--- config.mk ---
export PLATFORM = sky130hd
export DESIGN_NAME = uart_tx_arbiter
export DESIGN_NICKNAME = d
export VERILOG_FILES = /design/src/rtl/uart_tx_arbiter.sv
export SDC_FILE = /design/constraint.sdc
export NUM_CORES = 1
export LEC_CHECK = 0
export ABC_AREA = 1
export CAP_MARGIN = 20
export CORE_MARGIN = 2
export CORE_UTILIZATION = 45
export CTS_CLUSTER_DIAMETER = 50
export DETAILED_ROUTE_END_ITERATION = 10
export PLACE_DENSITY = 0.67
export RECOVER_POWER = 50
export SETUP_SLACK_MARGIN = 0.5
export SLEW_MARGIN = 20
export SYNTH_ARGS = -nofsm -noshare
export SYNTH_HDL_FRONTEND = slang
export SYNTH_SLANG_ARGS = --single-unit
--- constraint.sdc ---
create_clock -name clk -period 2.6 [get_ports clk]
set_input_delay 0.65 -clock clk [delete_from_list [all_inputs] [get_ports clk]]
set_output_delay 0.65 -clock clk [all_outputs]
set_load 0.01 [all_outputs]
--- src/rtl/uart_tx_arbiter.sv ---
// Packet-level round-robin arbiter sharing one uart_tx between two byte-stream requesters.
// An owner holds the serializer for a whole packet; each packet is followed by an idle gap.
module uart_tx_arbiter #(
    parameter int unsigned GAP_CLKS   = 16,
    parameter int unsigned STALL_CLKS = 65535
) (
    input  logic       clk,
    input  logic       reset,
    input  logic       req0_valid,
    input  logic [7:0] req0_byte,
    input  logic       req0_last,
    output logic       req0_ready,
    input  logic       req1_valid,
    input  logic [7:0] req1_byte,
    input  logic       req1_last,
    output logic       req1_ready,
    output logic       tx_dv,
    output logic [7:0] tx_byte,
    input  logic       tx_done,
    input  logic       tx_active,
    output logic [1:0] grant,
    output logic       busy,
    output logic       abort
);

    localparam logic [15:0] GapLast   = 16'(GAP_CLKS);
    localparam logic [15:0] StallLast = 16'(STALL_CLKS - 1);

    typedef enum logic [1:0] {StIdle, StLoad, StSend, StGap} state_e;

    state_e      state_q, state_d;
    logic [1:0]  grant_q, grant_d;
    logic        rr_q, rr_d;
    logic        tx_dv_q, tx_dv_d;
    logic [7:0]  tx_byte_q, tx_byte_d;
    logic        abort_q, abort_d;
    logic        last_q, last_d;
    logic        first_q, first_d;
    logic [15:0] stall_q, stall_d;
    logic [15:0] gap_q, gap_d;

    logic owner;
    logic xfer;

    assign owner = grant_q[1];

    // The tx_active gate also holds off the first load after a mid-frame reset.
    assign req0_ready = (state_q == StLoad) & grant_q[0] & req0_valid & ~tx_active;
    assign req1_ready = (state_q == StLoad) & grant_q[1] & req1_valid & ~tx_active;
    assign xfer       = req0_ready | req1_ready;

    always_comb begin
        state_d   = state_q;
        grant_d   = grant_q;
        rr_d      = rr_q;
        tx_dv_d   = 1'b0;
        tx_byte_d = tx_byte_q;
        abort_d   = 1'b0;
        last_d    = last_q;
        first_d   = first_q;
        stall_d   = stall_q;
        gap_d     = gap_q;

        unique case (state_q)
            StIdle: begin
                if (req0_valid | req1_valid) begin
                    if (req0_valid & req1_valid) begin
                        grant_d = rr_q ? 2'b10 : 2'b01;
                    end else begin
                        grant_d = req1_valid ? 2'b10 : 2'b01;
                    end
                    first_d = 1'b1;
                    stall_d = 16'd0;
                    state_d = StLoad;
                end
            end
            StLoad: begin
                if (xfer) begin
                    tx_byte_d = owner ? req1_byte : req0_byte;
                    last_d    = owner ? req1_last : req0_last;
                    tx_dv_d   = 1'b1;
                    first_d   = 1'b0;
                    stall_d   = 16'd0;
                    state_d   = StSend;
                end else if (!first_q) begin
                    // Fires on the cycle the count would reach STALL_CLKS.
                    if (stall_q == StallLast) begin
                        abort_d = 1'b1;
                        grant_d = 2'b00;
                        rr_d    = ~owner;
                        stall_d = 16'd0;
                        state_d = StGap;
                    end else begin
                        stall_d = stall_q + 16'd1;
                    end
                end
            end
            StSend: begin
                // A done pulse coincident with our own start strobe belongs to an older frame.
                if (tx_done && !tx_dv_q) begin
                    if (last_q) begin
                        grant_d = 2'b00;
                        rr_d    = ~owner;
                        state_d = StGap;
                    end else begin
                        state_d = StLoad;
                    end
                end
            end
            StGap: begin
                if (gap_q == GapLast) begin
                    gap_d   = 16'd0;
                    state_d = StIdle;
                end else begin
                    gap_d = gap_q + 16'd1;
                end
            end
            default: state_d = StIdle;
        endcase
    end

    always_ff @(posedge clk) begin
        if (reset) begin
            state_q   <= StIdle;
            grant_q   <= 2'b00;
            rr_q      <= 1'b0;
            tx_dv_q   <= 1'b0;
            tx_byte_q <= 8'd0;
            abort_q   <= 1'b0;
            last_q    <= 1'b0;
            first_q   <= 1'b1;
            stall_q   <= 16'd0;
            gap_q     <= 16'd0;
        end else begin
            state_q   <= state_d;
            grant_q   <= grant_d;
            rr_q      <= rr_d;
            tx_dv_q   <= tx_dv_d;
            tx_byte_q <= tx_byte_d;
            abort_q   <= abort_d;
            last_q    <= last_d;
            first_q   <= first_d;
            stall_q   <= stall_d;
            gap_q     <= gap_d;
        end
    end

    assign tx_dv   = tx_dv_q;
    assign tx_byte = tx_byte_q;
    assign grant   = grant_q;
    assign abort   = abort_q;
    assign busy    = (state_q != StIdle);

endmodule
==> flow_summary_export.csv <==
group,metric,value,unit
status,status,"finished clean",
global_routing,met1_usage,26.1,%
final_layout,areaGrowthSynthToFinish,22.0,%
final_layout,drive_gt1_share,7.17,%
floorplan,initial_utilization,46.8,%
clock_network,cts_tree,"yes",
place,hpwl,4550,um
clock_network,htreeDepth,2,
critical_path,cp-start-kind,"flop",
synth,synthCells,425,
synth,ys.flop_type,"dfxtp_1",
clock_network,root_buffer,"clkbuf_8",
timing,rsz0062_at_grt,"no",
global_routing,grt_pass1_vias,2434,
timing,hold_viol,0,
clock_network,numCtsBuffers,5,
synth,netlist_area,0.00277,sq mm
timing,tns,0,ps
synth,synth_warnings,0,
synth,ys_seq_area_share,35.4,%
critical_path,slowest_delay,420,ps
critical_path,required,1950,ps
place,place.gp.congestion,0.869,
timing,setup_violations,0,
synth,synth_edf_count,0,
synth,synthArstFlopShare,0,%
critical_path,path_cells,"ha_1 > inv_2 > nor2_4 > nand2_2 > inv_1 > clkdlybuf4s15_2",
critical_path,crit_path_end_kind,"output port",
final_layout,fillers,595,
floorplan,pin_count,39,
critical_path,crit_family,"flip-flops",
pwr,ir_worst_vdd,0.000420,V
floorplan,die_y,82.5,um
clock_network,clock_latency,300,ps
timing,relSlewSlack,56.5,%
synth,syn_nets,459,
detailed_routing,drt_wl_total,6160,um
final_layout,final_nets,507,
global_routing,antenna_found_initial,0,
critical_path,cp_num_buf_inv,3,
pwr,p_per_area,660,mW/mm^2
critical_path,worstPathArrival,1460,ps
timing,timing.hold.ws,484,ps
global_routing,met2_usage,32.5,%
job,drv_cap,0,
critical_path,crit_path_max_fanout,5,
detailed_routing,viasPerCell,4.91,
final_layout,regArea,985,sq um
timing,period_needed,2110,ps
floorplan,rows,28,
floorplan,dieArea,0.00681,sq mm
timing,worst_pin_slew,653,ps
timing,max_freq,475,MHz
detailed_routing,drc,0,
min_path,hp-class,"flop to flop",
timing,period_share,81.0,%
global_routing,track_usage,19.7,%
critical_path,critPathKind,"flop to output port",
pwr,p_leak,1.41,nW
global_routing,met3_usage,4.13,%
detailed_routing,drt_iter0_markers,137,
final_layout,multi_input_area,0.00153,sq mm
synth,ys_types,33,
detailed_routing,num_vias,2696,
global_routing,grt_max_degree,20,
final_layout,diodes,0,
global_routing,grt_pass1_wl,10600,um
synth,synth_seq_cells,49,
clock_network,cts_max_path_buffers,2,
global_routing,grt_overflow,0,
synth,avgSynthCellArea,6.52,sq um
floorplan,core_area,0.00592,sq mm
floorplan,die-width,82.5,um
place,numPortBuffers,38,
detailed_routing,ant_nets,0,
detailed_routing,first_pass_iters,4,
timing,drv_slew,0,
clock_network,cts_sinks,49,
detailed_routing,post_drt_wl_per_cell,11.2,um
timing,finalClockSkew,2.92,ps
clock_network,ctsHoldBuffers,0,
global_routing,grt.busiest_layer,"met2",
critical_path,cp_slowest_cell,"dfxtp_1",
clock_network,path_clk_slew,90,ps
-- repair_timing --
item	in CTS	in global routing
buffers inserted	1	1
endpoints found under the setup margin	15	4
pin swaps	2	1
resized for setup	14	7
-- state kept, by name (all words and copies together), names as in the netlist --
name and flops:
gap_q 16, grant 2, first_q 1, state_q 2, last_q 1, tx_dv 1, stall_q 16, rr_q 1
abort 1, tx_byte 8
-- through the flow --
| step | util, % | worst slack [ps] | cell area, sq um | std cells | power (mW) |
|---|---|---|---|---|---|
| 6_report | 57.1 | 494 | 3380 | 549 | 2.23 |
| 5_1_grt | 57.1 | 258 | 3380 | 549 | 2.39 |
| 4_1_cts | 57.5 | 337 | 3400 | 548 | 2.27 |
| 3_5_place_dp | 55.3 | 63.5 | 3280 | 539 | 1.75 |
| 3_3_place_gp | 55.3 | 87.6 | 3280 | 539 | 1.74 |
| 2_1_floorplan | - | 854 | 2770 | 425 | 1.51 |
-- cells by family (layout without fill, tap and decap cells) --
family | count (synthesis) | after routing | synth area share [%]
xor+xnor | 7 | 7 | 2.21
compound gates | 53 | 53 | 10.8
buf+inv | 64 | 113 | 9.43
flops | 49 | 49 | 35.4
fa+ha+maj | 10 | 10 | 4.51
simple gates | 242 | 242 | 37.7
-- worst paths after layout --
| path | start | end | cells after the start | slack (ps) |
|---|---|---|---|---|
| max | state_q[0] | req0_ready | 6 | 490 |
| min | stall_q[9] | stall_q[9] | 2 | 480 |
| max reg2reg | state_q[0] | tx_byte[5] | 9 | 570 |
| min reg2reg | stall_q[9] | stall_q[9] | 2 | 480 |
-- power breakdown --
part	internal (mW)	switching [mW]
sequential	0.811	0.0518
combinational	0.325	0.550
clock	0.241	0.257
-- cell type report --
| type | count | area share [%] |
|---|---|---|
| Clock buffer | 7 | 2.85 |
| Sequential cell | 49 | 29.1 |
| Multi-Input combinational cell | 312 | 45.2 |
| Inverter | 53 | 6.03 |
| Timing Repair Buffer | 52 | 13.9 |
| Tap cell | 75 | 2.77 |
| Clock inverter | 1 | 0.148 |
-- cells in the mapped netlist (3+ instances only) --
cell,instances,share of area (%)
a31oi_1,10,2.3
dfxtp_1,49,35
nand3_1,33,6.0
a21oi_1,17,3.1
o21bai_1,5,1.4
nand4_1,8,1.8
buf_2,3,0.54
o21ai_0,16,2.9
nand2_2,4,0.90
nor2_1,66,8.9
xor2_1,6,1.9
clkbuf_1,6,0.81
nand2_1,116,16
ha_1,10,4.5
inv_1,50,6.8
nor3_1,4,0.72
-- per-layer routing --
layer	vias up	wire (um)
li1	1446	-
met1	1189	3090
met2	57	2760
met3	4	271
met4	0	44
met5	-	0
-- cell usage in the layout, fill, tap and decap left out, drive strengths merged, types with 4 or more instances in the layout --
| cell type | Yosys | final |
|---|---|---|
| nand2 | 122 | 122 |
| nor2 | 68 | 68 |
| inv | 52 | 52 |
| dfxtp | 49 | 49 |
| nand3 | 33 | 33 |
| clkdlybuf4s50 | 0 | 31 |
| o21ai | 18 | 18 |
| a21oi | 17 | 17 |
| buf | 5 | 11 |
| clkbuf | 6 | 11 |
| a31oi | 10 | 10 |
| ha | 10 | 10 |
| nand4 | 9 | 9 |
| xor2 | 6 | 6 |
| o21bai | 5 | 5 |
| nor3 | 4 | 4 |
-- worst min-delay path, delay by kind of cell, from the launching register on --
kind,cells,cell delay [ps]
DFF,1,340
and+or+nand+nor,2,120
Note: power is estimated with default switching activity, not from simulation.
